===== config.mk =====
export PLATFORM = sky130hd
export DESIGN_NAME = cpu_trace_buffer_flat
export DESIGN_NICKNAME = d
export VERILOG_FILES = /design/src/rtl/cpu_trace_buffer_if.sv /design/src/rtl/cpu_trace_buffer.sv /design/src/flat_wrapper.sv
export SDC_FILE = /design/constraint.sdc
export NUM_CORES = 2
export LEC_CHECK = 0
export ABC_AREA = 1
export CAP_MARGIN = 40
export CELL_PAD_IN_SITES_DETAIL_PLACEMENT = 1
export CELL_PAD_IN_SITES_GLOBAL_PLACEMENT = 1
export CORE_UTILIZATION = 30
export CTS_CLUSTER_DIAMETER = 200
export CTS_CLUSTER_SIZE = 14
export DETAILED_ROUTE_END_ITERATION = 10
export PLACE_DENSITY_LB_ADDON = 0.3
export SETUP_SLACK_MARGIN = 0.1
export SLEW_MARGIN = 40
export SYNTH_ARGS = -nofsm -noshare
export SYNTH_HDL_FRONTEND = slang
export SYNTH_SLANG_ARGS = --single-unit

===== constraint.sdc =====
create_clock -name MAX10_CLK1_50 -period 8.8 [get_ports MAX10_CLK1_50]
set_input_delay 1.32 -clock MAX10_CLK1_50 [delete_from_list [all_inputs] [get_ports MAX10_CLK1_50]]
set_output_delay 1.32 -clock MAX10_CLK1_50 [all_outputs]
set_load 0.1 [all_outputs]

===== src/rtl/cpu_trace_buffer_if.sv =====
// Read-side valid/ready port of the CPU trace buffer.
// ENTRY_W must match the entry width the buffer is built with.
interface cpu_trace_buffer_if #(
    parameter int ENTRY_W = 73
);
    logic               rd_valid;
    logic               rd_ready;
    logic [ENTRY_W-1:0] rd_data;

    modport master (output rd_valid, output rd_data, input rd_ready);
    modport slave  (input rd_valid, input rd_data, output rd_ready);
endinterface


===== src/rtl/cpu_trace_buffer.sv =====
// Circular trace capture of the CPU debug taps with PC-match trigger and oldest-first drain.
// Optional feature macro: TRACE_TIMESTAMP_EN prepends a free-running cycle timestamp to each entry.
//
// state   | meaning
// IDLE    | nothing captured, waiting for arm
// ARMED   | capturing every cycle, watching for trigger
// CAPTURE | trigger seen, storing POST_TRIG more entries
// DONE    | capture frozen, draining over rd_if
module cpu_trace_buffer #(
    parameter int PC_W      = 8,
    parameter int DATA_W    = 32,
    parameter int DEPTH     = 16,
    parameter int POST_TRIG = 4,
    parameter int TS_W      = 16
) (
    input  logic              MAX10_CLK1_50,
    input  logic              reset,
    input  logic              arm,
    input  logic              force_trig,
    input  logic [PC_W-1:0]   trig_pc,
    input  logic [PC_W-1:0]   pc,
    input  logic [31:0]       instruction,
    input  logic [DATA_W-1:0] alu_result,
    input  logic              reg_we,
    cpu_trace_buffer_if.master rd_if,
    output logic [1:0]        state,
    output logic              triggered
);
    localparam int AW = $clog2(DEPTH);
`ifdef TRACE_TIMESTAMP_EN
    localparam int ENTRY_W = TS_W + 1 + PC_W + 32 + DATA_W;
`else
    localparam int ENTRY_W = 1 + PC_W + 32 + DATA_W;
`endif
    localparam logic [AW:0]   FULL      = (AW + 1)'(DEPTH);
    localparam logic [AW:0]   ONE_LEFT  = (AW + 1)'(1);
    localparam logic [AW-1:0] POST_LAST = AW'((POST_TRIG > 0) ? POST_TRIG - 1 : 0);

    if (DEPTH < 4 || (DEPTH & (DEPTH - 1)) != 0 || POST_TRIG >= DEPTH || TS_W < 1)
    begin : g_param_check
        $error("cpu_trace_buffer: illegal parameter combination");
    end

    typedef enum logic [1:0] {
        S_IDLE    = 2'd0,
        S_ARMED   = 2'd1,
        S_CAPTURE = 2'd2,
        S_DONE    = 2'd3
    } state_t;

    state_t             st;
    logic [ENTRY_W-1:0] mem [DEPTH];
    logic [AW-1:0]      wr_ptr, rd_ptr, post_cnt;
    logic [AW-1:0]      wr_ptr_nx, rd_ptr_nx, start_ptr;
    logic [AW:0]        fill, fill_nx, remaining;
    logic [ENTRY_W-1:0] tap_entry;
    logic               hit, we;

`ifdef TRACE_TIMESTAMP_EN
    logic [TS_W-1:0] ts;

    always_ff @(posedge MAX10_CLK1_50 or negedge reset) begin
        if (!reset) ts <= '0;
        else        ts <= ts + 1'b1;
    end

    assign tap_entry = {ts, reg_we, pc, instruction, alu_result};
`else
    assign tap_entry = {reg_we, pc, instruction, alu_result};
`endif

    assign we        = (st == S_ARMED) || (st == S_CAPTURE);
    assign hit       = (pc == trig_pc) || force_trig;
    assign wr_ptr_nx = wr_ptr + 1'b1;
    assign rd_ptr_nx = rd_ptr + 1'b1;
    assign fill_nx   = (fill == FULL) ? fill : fill + 1'b1;
    // Once wrapped, the slot about to be overwritten next holds the oldest entry.
    assign start_ptr = (fill_nx == FULL) ? wr_ptr_nx : '0;
    assign state     = st;

    always_ff @(posedge MAX10_CLK1_50) begin
        if (we) mem[wr_ptr] <= tap_entry;
    end

    always_ff @(posedge MAX10_CLK1_50 or negedge reset) begin
        if (!reset) begin
            st             <= S_IDLE;
            wr_ptr         <= '0;
            rd_ptr         <= '0;
            fill           <= '0;
            post_cnt       <= '0;
            remaining      <= '0;
            rd_if.rd_valid <= 1'b0;
            rd_if.rd_data  <= '0;
            triggered      <= 1'b0;
        end else begin
            case (st)
                S_IDLE: begin
                    if (arm) begin
                        st     <= S_ARMED;
                        wr_ptr <= '0;
                        fill   <= '0;
                    end
                end
                S_ARMED: begin
                    wr_ptr <= wr_ptr_nx;
                    fill   <= fill_nx;
                    if (hit) begin
                        triggered <= 1'b1;
                        post_cnt  <= '0;
                        if (POST_TRIG == 0) begin
                            st        <= S_DONE;
                            rd_ptr    <= start_ptr;
                            remaining <= fill_nx;
                        end else begin
                            st <= S_CAPTURE;
                        end
                    end
                end
                S_CAPTURE: begin
                    wr_ptr   <= wr_ptr_nx;
                    fill     <= fill_nx;
                    post_cnt <= post_cnt + 1'b1;
                    if (post_cnt == POST_LAST) begin
                        st        <= S_DONE;
                        rd_ptr    <= start_ptr;
                        remaining <= fill_nx;
                    end
                end
                S_DONE: begin
                    // First DONE cycle loads the output register; afterwards it is refilled on each handshake.
                    if (!rd_if.rd_valid) begin
                        if (remaining != '0) begin
                            rd_if.rd_valid <= 1'b1;
                            rd_if.rd_data  <= mem[rd_ptr];
                        end else begin
                            st        <= S_IDLE;
                            triggered <= 1'b0;
                        end
                    end else if (rd_if.rd_ready) begin
                        rd_ptr    <= rd_ptr_nx;
                        remaining <= remaining - 1'b1;
                        if (remaining == ONE_LEFT) begin
                            rd_if.rd_valid <= 1'b0;
                            st             <= S_IDLE;
                            triggered      <= 1'b0;
                        end else begin
                            rd_if.rd_data <= mem[rd_ptr_nx];
                        end
                    end
                end
                default: st <= S_IDLE;
            endcase
        end
    end
endmodule


===== src/flat_wrapper.sv =====
// flat-port wrapper written by rule: the top's interface ports become plain ports
module cpu_trace_buffer_flat 
#(
    parameter int PC_W      = 8,
    parameter int DATA_W    = 32,
    parameter int DEPTH     = 16,
    parameter int POST_TRIG = 4,
    parameter int TS_W      = 16
)
  (MAX10_CLK1_50, reset, arm, force_trig, trig_pc, pc, instruction, alu_result, reg_we, state, triggered, rd_if_rd_valid, rd_if_rd_data, rd_if_rd_ready);
  cpu_trace_buffer_if #(.ENTRY_W(((1 + PC_W + 32 + DATA_W)))) rd_if_i ();
  input  logic MAX10_CLK1_50;
  input  logic reset;
  input  logic arm;
  input  logic force_trig;
  input  logic [PC_W-1:0] trig_pc;
  input  logic [PC_W-1:0] pc;
  input  logic [31:0] instruction;
  input  logic [DATA_W-1:0] alu_result;
  input  logic reg_we;
  output logic [1:0] state;
  output logic triggered;
  output wire logic [$bits(rd_if_i.rd_valid)-1:0] rd_if_rd_valid;
  output wire logic [$bits(rd_if_i.rd_data)-1:0] rd_if_rd_data;
  input wire logic [$bits(rd_if_i.rd_ready)-1:0] rd_if_rd_ready;
  assign rd_if_rd_valid = rd_if_i.rd_valid;
  assign rd_if_rd_data = rd_if_i.rd_data;
  assign rd_if_i.rd_ready = rd_if_rd_ready;
  cpu_trace_buffer #(.PC_W(PC_W), .DATA_W(DATA_W), .DEPTH(DEPTH), .POST_TRIG(POST_TRIG), .TS_W(TS_W)) u_core (.MAX10_CLK1_50(MAX10_CLK1_50), .reset(reset), .arm(arm), .force_trig(force_trig), .trig_pc(trig_pc), .pc(pc), .instruction(instruction), .alu_result(alu_result), .reg_we(reg_we), .rd_if(rd_if_i), .state(state), .triggered(triggered));
endmodule

* Word level (Yosys, flattened, before mapping)
Memory sizes are Yosys's and may differ from the RTL's.
Cells that the tools add are included.
** Operators by class
- Reductions and logical operators :: 16
- Muxes and demuxes :: 40
- Equality and inequality tests :: 18
- Add/subtract/negate cells :: 5
** Operator list (number)
- $mux W73 :: 4
- $mux W5 :: 5
- $mux W4 :: 6
- $pmux W4 S2 :: 3
- $pmux W5 S2 :: 2
- $mux W2 :: 7
- $add A4 B1 Y4 const B :: 3
- $mux W1 :: 11
- $eq A5 B5 Y1 const B :: 2
- $ne A2 B2 Y1 const B :: 5
- $reduce_bool A2 Y1 :: 5
- $eq A8 B8 Y1 :: 1
- $pmux W2 S4 :: 1
- $reduce_and A4 Y1 :: 2
- $ne A3 B3 Y1 const B :: 2
- $reduce_and A6 Y1 :: 1
- $add A5 B1 Y5 const B :: 1
- $eq A5 B1 Y1 const B :: 1
- $reduce_and A5 Y1 :: 1
- $reduce_bool A5 Y1 :: 1
- $sub A5 B1 Y5 const B :: 1
- $eq A2 B2 Y1 const B :: 2
- $eq A4 B2 Y1 const B :: 1
- $ne A2 B1 Y1 const B :: 2
- 7 further kinds :: 9
** Word-level totals
- Memory bits (writable) :: 1168
- Input bits :: 86
- Output and inout port bits :: 77
- Memories :: 1
- Bits in registers :: 99
** Memories
- u_core.mem :: depth 16, width 73, read ports 2, clocked after memory_dff 0, write ports 1, RTL line cpu_trace_buffer.sv:52 : logic [ENTRY_W-1:0] mem [DEPTH];

* Longest topological paths before layout
- Depth in word-level cells :: 6
- Gate-level depth with buffers :: 13
- Mapped depth without buffers :: 11

* Worst setup path after synthesis
No wires, ideal clock.
- Path kind :: reg2reg
- Start :: register u_core.st[0], in the netlist u_core.state[0]
- End :: memory u_core.mem[12][0], enable pin
- Stages on the path, launching flop included :: 5
- Setup slack :: 3607 ps
- Data arrival time :: 4688 ps
- Cells stage by stage :: dfrtp_1 inv_1 ha_1 nand2_1 nor2_1
** On the way
- Cells in the longest elaborated chain, start to end :: 4
- Elaborated cells on any way between the ends :: 5
** RTL lines
- start, declared :: RTL line cpu_trace_buffer.sv:51 : state_t st;
- start signal, assigned :: RTL line cpu_trace_buffer.sv:87 : st <= S_IDLE;
- start signal, assigned :: RTL line cpu_trace_buffer.sv:100 : st <= S_ARMED;
- start signal, assigned :: RTL line cpu_trace_buffer.sv:112 : st <= S_DONE;
- $eq A2 B1 Y1 / $eq A2 B2 Y1 (equally long branches) :: RTL line cpu_trace_buffer.sv:72 : assign we = (st == S_ARMED) || (st == S_CAPTURE);
- $logic_or A1 B1 Y1 * :: RTL line cpu_trace_buffer.sv:72
- $mux W1 * :: RTL line cpu_trace_buffer.sv:82 : if (we) mem[wr_ptr] <= tap_entry;
- $mux W1 (not written as such) * :: RTL line cpu_trace_buffer.sv:82
- end, declared :: RTL line cpu_trace_buffer.sv:52
Every way passes the cells marked *; elsewhere a longest branch is shown, timed or not.

* Worst setup path in the final report
- Start :: register u_core.rd_ptr[3]
- End :: register u_core.rd_if.rd_data[65]
** On the way
- Cells in the longest elaborated chain, start to end :: 5
- Elaborated cells on any way between the ends :: 6
** RTL lines
- start, declared :: RTL line cpu_trace_buffer.sv:53 : logic [AW-1:0] wr_ptr, rd_ptr, post_cnt;
- start signal, assigned :: RTL line cpu_trace_buffer.sv:113 : rd_ptr <= start_ptr;
- start signal, assigned :: RTL line cpu_trace_buffer.sv:126 : rd_ptr <= start_ptr;
- start signal, assigned :: RTL line cpu_trace_buffer.sv:141 : rd_ptr <= rd_ptr_nx;
- $add A4 B1 Y4 :: RTL line cpu_trace_buffer.sv:75 : assign rd_ptr_nx = rd_ptr + 1'b1;
- $mem_v2 Z16 W73 *
- $mux W73 :: RTL line cpu_trace_buffer.sv:143 : if (remaining == ONE_LEFT) begin
- $mux W73 :: RTL line cpu_trace_buffer.sv:140 : end else if (rd_if.rd_ready) begin
- $mux W73 * :: RTL line cpu_trace_buffer.sv:132 : if (!rd_if.rd_valid) begin
- end signal, assigned :: RTL line cpu_trace_buffer.sv:135 : rd_if.rd_data <= mem[rd_ptr];
- end signal, assigned :: RTL line cpu_trace_buffer.sv:148 : rd_if.rd_data <= mem[rd_ptr_nx];
- end, declared :: RTL line cpu_trace_buffer_if.sv:10 : modport master (output rd_valid, output rd_data, input rd_ready);
Every way passes the cells marked *; elsewhere a longest branch is shown, timed or not. The select of a mux whose other input is x is not followed.
A chain may end at the register's enable or synchronous reset.

==> impl_metrics.py <==
metrics = {
    "pwr": {
        "cellLeakagePower_nw": 30.70,
        "vdd_ir_drop_max_mv": 0.5672,
        "p_per_area_nw_per_um2": 384.5,
        "power_mw": 27.94,
    },
    "synthesis": {
        "yosysMostFrequentCell": "nand2_1",
        "synth_ff_type": "edfxtp_1",
        "yosysWarnings": 0,
        "synth_seq_cells": 1267,
        "synth-edff-count": 1168,
        "syn_inst": 7754,
        "synth_area_sq_um": 65730,
        "ys_seq_area_frac": 0.5713,
        "synth.top_cell.area_share": 0.5336,
        "synth_nets": 7854,
        "ys_types": 23,
        "syn_avg_cell_area_sq_um": 8.477,
        "ys_top_cells_by_count": "nand2_1 (2,670), nand3_1 (2,051), edfxtp_1 (1,168), inv_1 (953), buf_2 (300)",
        "ys_async_sr_fraction": 0.07814,
        "synth_top_area_cell": "edfxtp_1",
        "synth.top_cells.by_area": "edfxtp_1 (53%), nand3_1 (16%), nand2_1 (15%)",
    },
    "drt": {
        "drtIter0Drc": 4505,
        "routedWlPerCell_um": 23.71,
        "drtAntennaViolNets": 0,
        "vias_per_cell": 5.211,
        "routed_wl_mm": 250.2,
        "num_vias": 54984,
        "drt_pre_antenna_iters": 6,
        "drcViolationCount": 0,
    },
    "worst_setup_path": {
        "path_class": "register to register",
        "rr_startpoint": "u_core.rd_ptr[3]",
        "r2r-end": "u_core.rd_if.rd_data[65]",
        "crit_fanout": 48,
        "crit_path_end": "u_core.rd_if.rd_data[65]",
        "end_kind": "register",
        "r2r_cells": 9,
        "worstPathArrival_ps": 4540,
        "reg2reg_setup_slack_ps": 4940,
        "startpoint_type": "register",
        "startpoint": "u_core.rd_ptr[3]",
        "cp.required_ps": 9470,
    },
    "clock_network": {
        "clkLatencyLatePin_ps": 760,
        "htree_num_levels": 3,
        "postCtsResizedCells": 0,
        "numCtsBuffers": 100,
        "cts_sinks": 1267,
        "clk_pin_slew_ps": 70,
        "clockRootBuffer": "clkbuf_16",
        "clk_path_buf_depth": 3,
        "cts_tree": "built",
        "post-cts-setup-buffers": 0,
        "holdBufCountCts": 0,
    },
    "floorplan": {
        "start_util": 0.3024,
        "fp.dieH_um": 470.1,
        "io_pins": 163,
        "die_w_um": 470.1,
        "die_area_sq_um": 221000,
        "num_rows": 171,
        "core_area_sq_um": 217400,
    },
    "sta": {
        "rsz0062_at_grt": "no",
        "relSlewSlack": 0.3658,
        "fin_crit_sh": 0.4392,
        "whs_ps": 487.8,
        "fin_crit_ps": 3865,
        "tightestPinTransition_ps": 951.3,
        "maxSlewViolCount": 0,
        "tns_ps": 0,
        "setup_viol": 0,
        "fmax_mhz": 258.8,
        "skew_ps": 24.31,
        "hold_viol_final": 0,
    },
    "final_layout": {
        "stdcell_area_sq_um": 72660,
        "syn_to_final_growth_pct": 10.54,
        "drive_above_1_share": 0.05345,
        "nets": 7705,
    },
    "min_path": {
        "whs_path_depth": 2,
        "min_path_type": "register to register",
    },
    "global_routing": {
        "track_usage": 0.2217,
        "grt_antenna_before_repair": 18,
        "grt_start_max_net_pins": 211,
        "grt-ovfl-total": 0,
        "grt_pass1_vias": 56425,
        "grt_pass1_wl_mm": 369.2,
    },
    "placed_design": {
        "gp_congestion": 0.7833,
        "hpwl_mm": 133.5,
        "placed_area_sq_um": 69620,
        "io_buffers": 162,
    },
    "status": {
        "outcome": "finished clean",
    },
    "job": {
        "maxCapViolCount": 0,
    },
}
stage by stage:
| stage | util | worst slack (ps) | std cells |
|---|---|---|---|
| 5_1_grt | 0.3342 | 4754 | 10548 |
| 6_report | 0.3342 | 4935 | 10551 |
| 4_1_cts | 0.3337 | 4750 | 10539 |
| 3_5_place_dp | 0.3203 | 4363 | 10353 |
| 3_3_place_gp | 0.3200 | 4240 | 10339 |
| 2_1_floorplan | - | 3607 | 7754 |
power breakdown:
group / total [mW] / switching, mW / internal (mW)
Combinational: 15.6 / 11.6 / 3.92
Clock: 4.51 / 2.30 / 2.21
Sequential: 7.86 / 0.490 / 7.37
Total: 27.9 / 14.4 / 13.5
cells by family (layout without fill, tap and decap cells):
family,after synthesis,after routing,share of synthesized area
AOI/OAI and AO/OA,114,114,0.01165
xor gates and xnor gates,12,12,0.001599
adders and majority gates,14,14,0.002665
buffers and inverters,1477,1412,0.09120
DFF,1267,1267,0.5713
other,0,8,0
and+or+nand+nor,4870,4870,0.3216
worst max-delay path: stages, from the launching register on:
cell     delay [ps]
dfrtp_4         670
inv_6           690
nand4_1         270
nand2_4         160
buf_4           610
buf_6           650
nand3_1         150
nand3_1         130
nand3_1         110
nand2_1         100
routing by layer:
metal  wire, um  global-route usage
met1     110600              0.2947
met2     121300              0.3800
met3      11190             0.02159
met4       6994             0.06564
met5         52                   0
cells in the final DEF (no fill, tap or decap), types with 8 or more instances in the layout:
| master | count |
|---|---|
| o21ai_0 | 18 |
| nand4_1 | 12 |
| buf_12 | 16 |
| buf_16 | 9 |
| nor2_4 | 16 |
| or2_2 | 82 |
| edfxtp_1 | 1168 |
| diode_2 | 8 |
| a21oi_1 | 15 |
| o211ai_1 | 75 |
| clkbuf_16 | 102 |
| nand3_1 | 2050 |
| nand2_1 | 2668 |
| clkbuf_1 | 77 |
| inv_6 | 8 |
| or2_1 | 22 |
| buf_4 | 52 |
| nor2_1 | 16 |
| buf_2 | 76 |
| dfrtp_1 | 94 |
| clkdlybuf4s50_1 | 82 |
| ha_1 | 13 |
| buf_6 | 27 |
| inv_1 | 949 |
final cells by class:
cell class / instances / area (sq um)
fillers: 25528 / 144700
flip-flops and latches: 1267 / 37570
multi-input cells: 5010 / 22340
inverters: 958 / 3674
well taps: 2854 / 3571
clock buffers: 179 / 2841
repair buffers: 268 / 2552
clock inverters: 7 / 86.33
diodes: 8 / 20.02
how the worst min path moves through the flow:
stage	start	endpoint	slack, ps
floorplan	u_core.post_cnt[1]	u_core.post_cnt[1]	470
global placement	u_core.rd_if.rd_data[62]	u_core.rd_if.rd_data[62]	470
detailed placement	u_core.rd_if.rd_data[20]	u_core.rd_if.rd_data[20]	460
CTS	u_core.rd_if.rd_data[2]	u_core.rd_if.rd_data[2]	490
global route	u_core.rd_if.rd_data[2]	u_core.rd_if.rd_data[2]	520
finish	u_core.rd_if.rd_data[38]	u_core.rd_if.rd_data[38]	490
flip-flops by register name, summed over array words and instances, names as in the netlist:
register               count
u_core.post_cnt            4
u_core.triggered           1
u_core.mem              1168
u_core.rd_if.rd_data      73
u_core.wr_ptr              4
u_core.fill                5
u_core.state               2
u_core.rd_ptr              4
u_core.rd_if.rd_valid      1
u_core.remaining           5
Power figures use the tool's default switching activity.
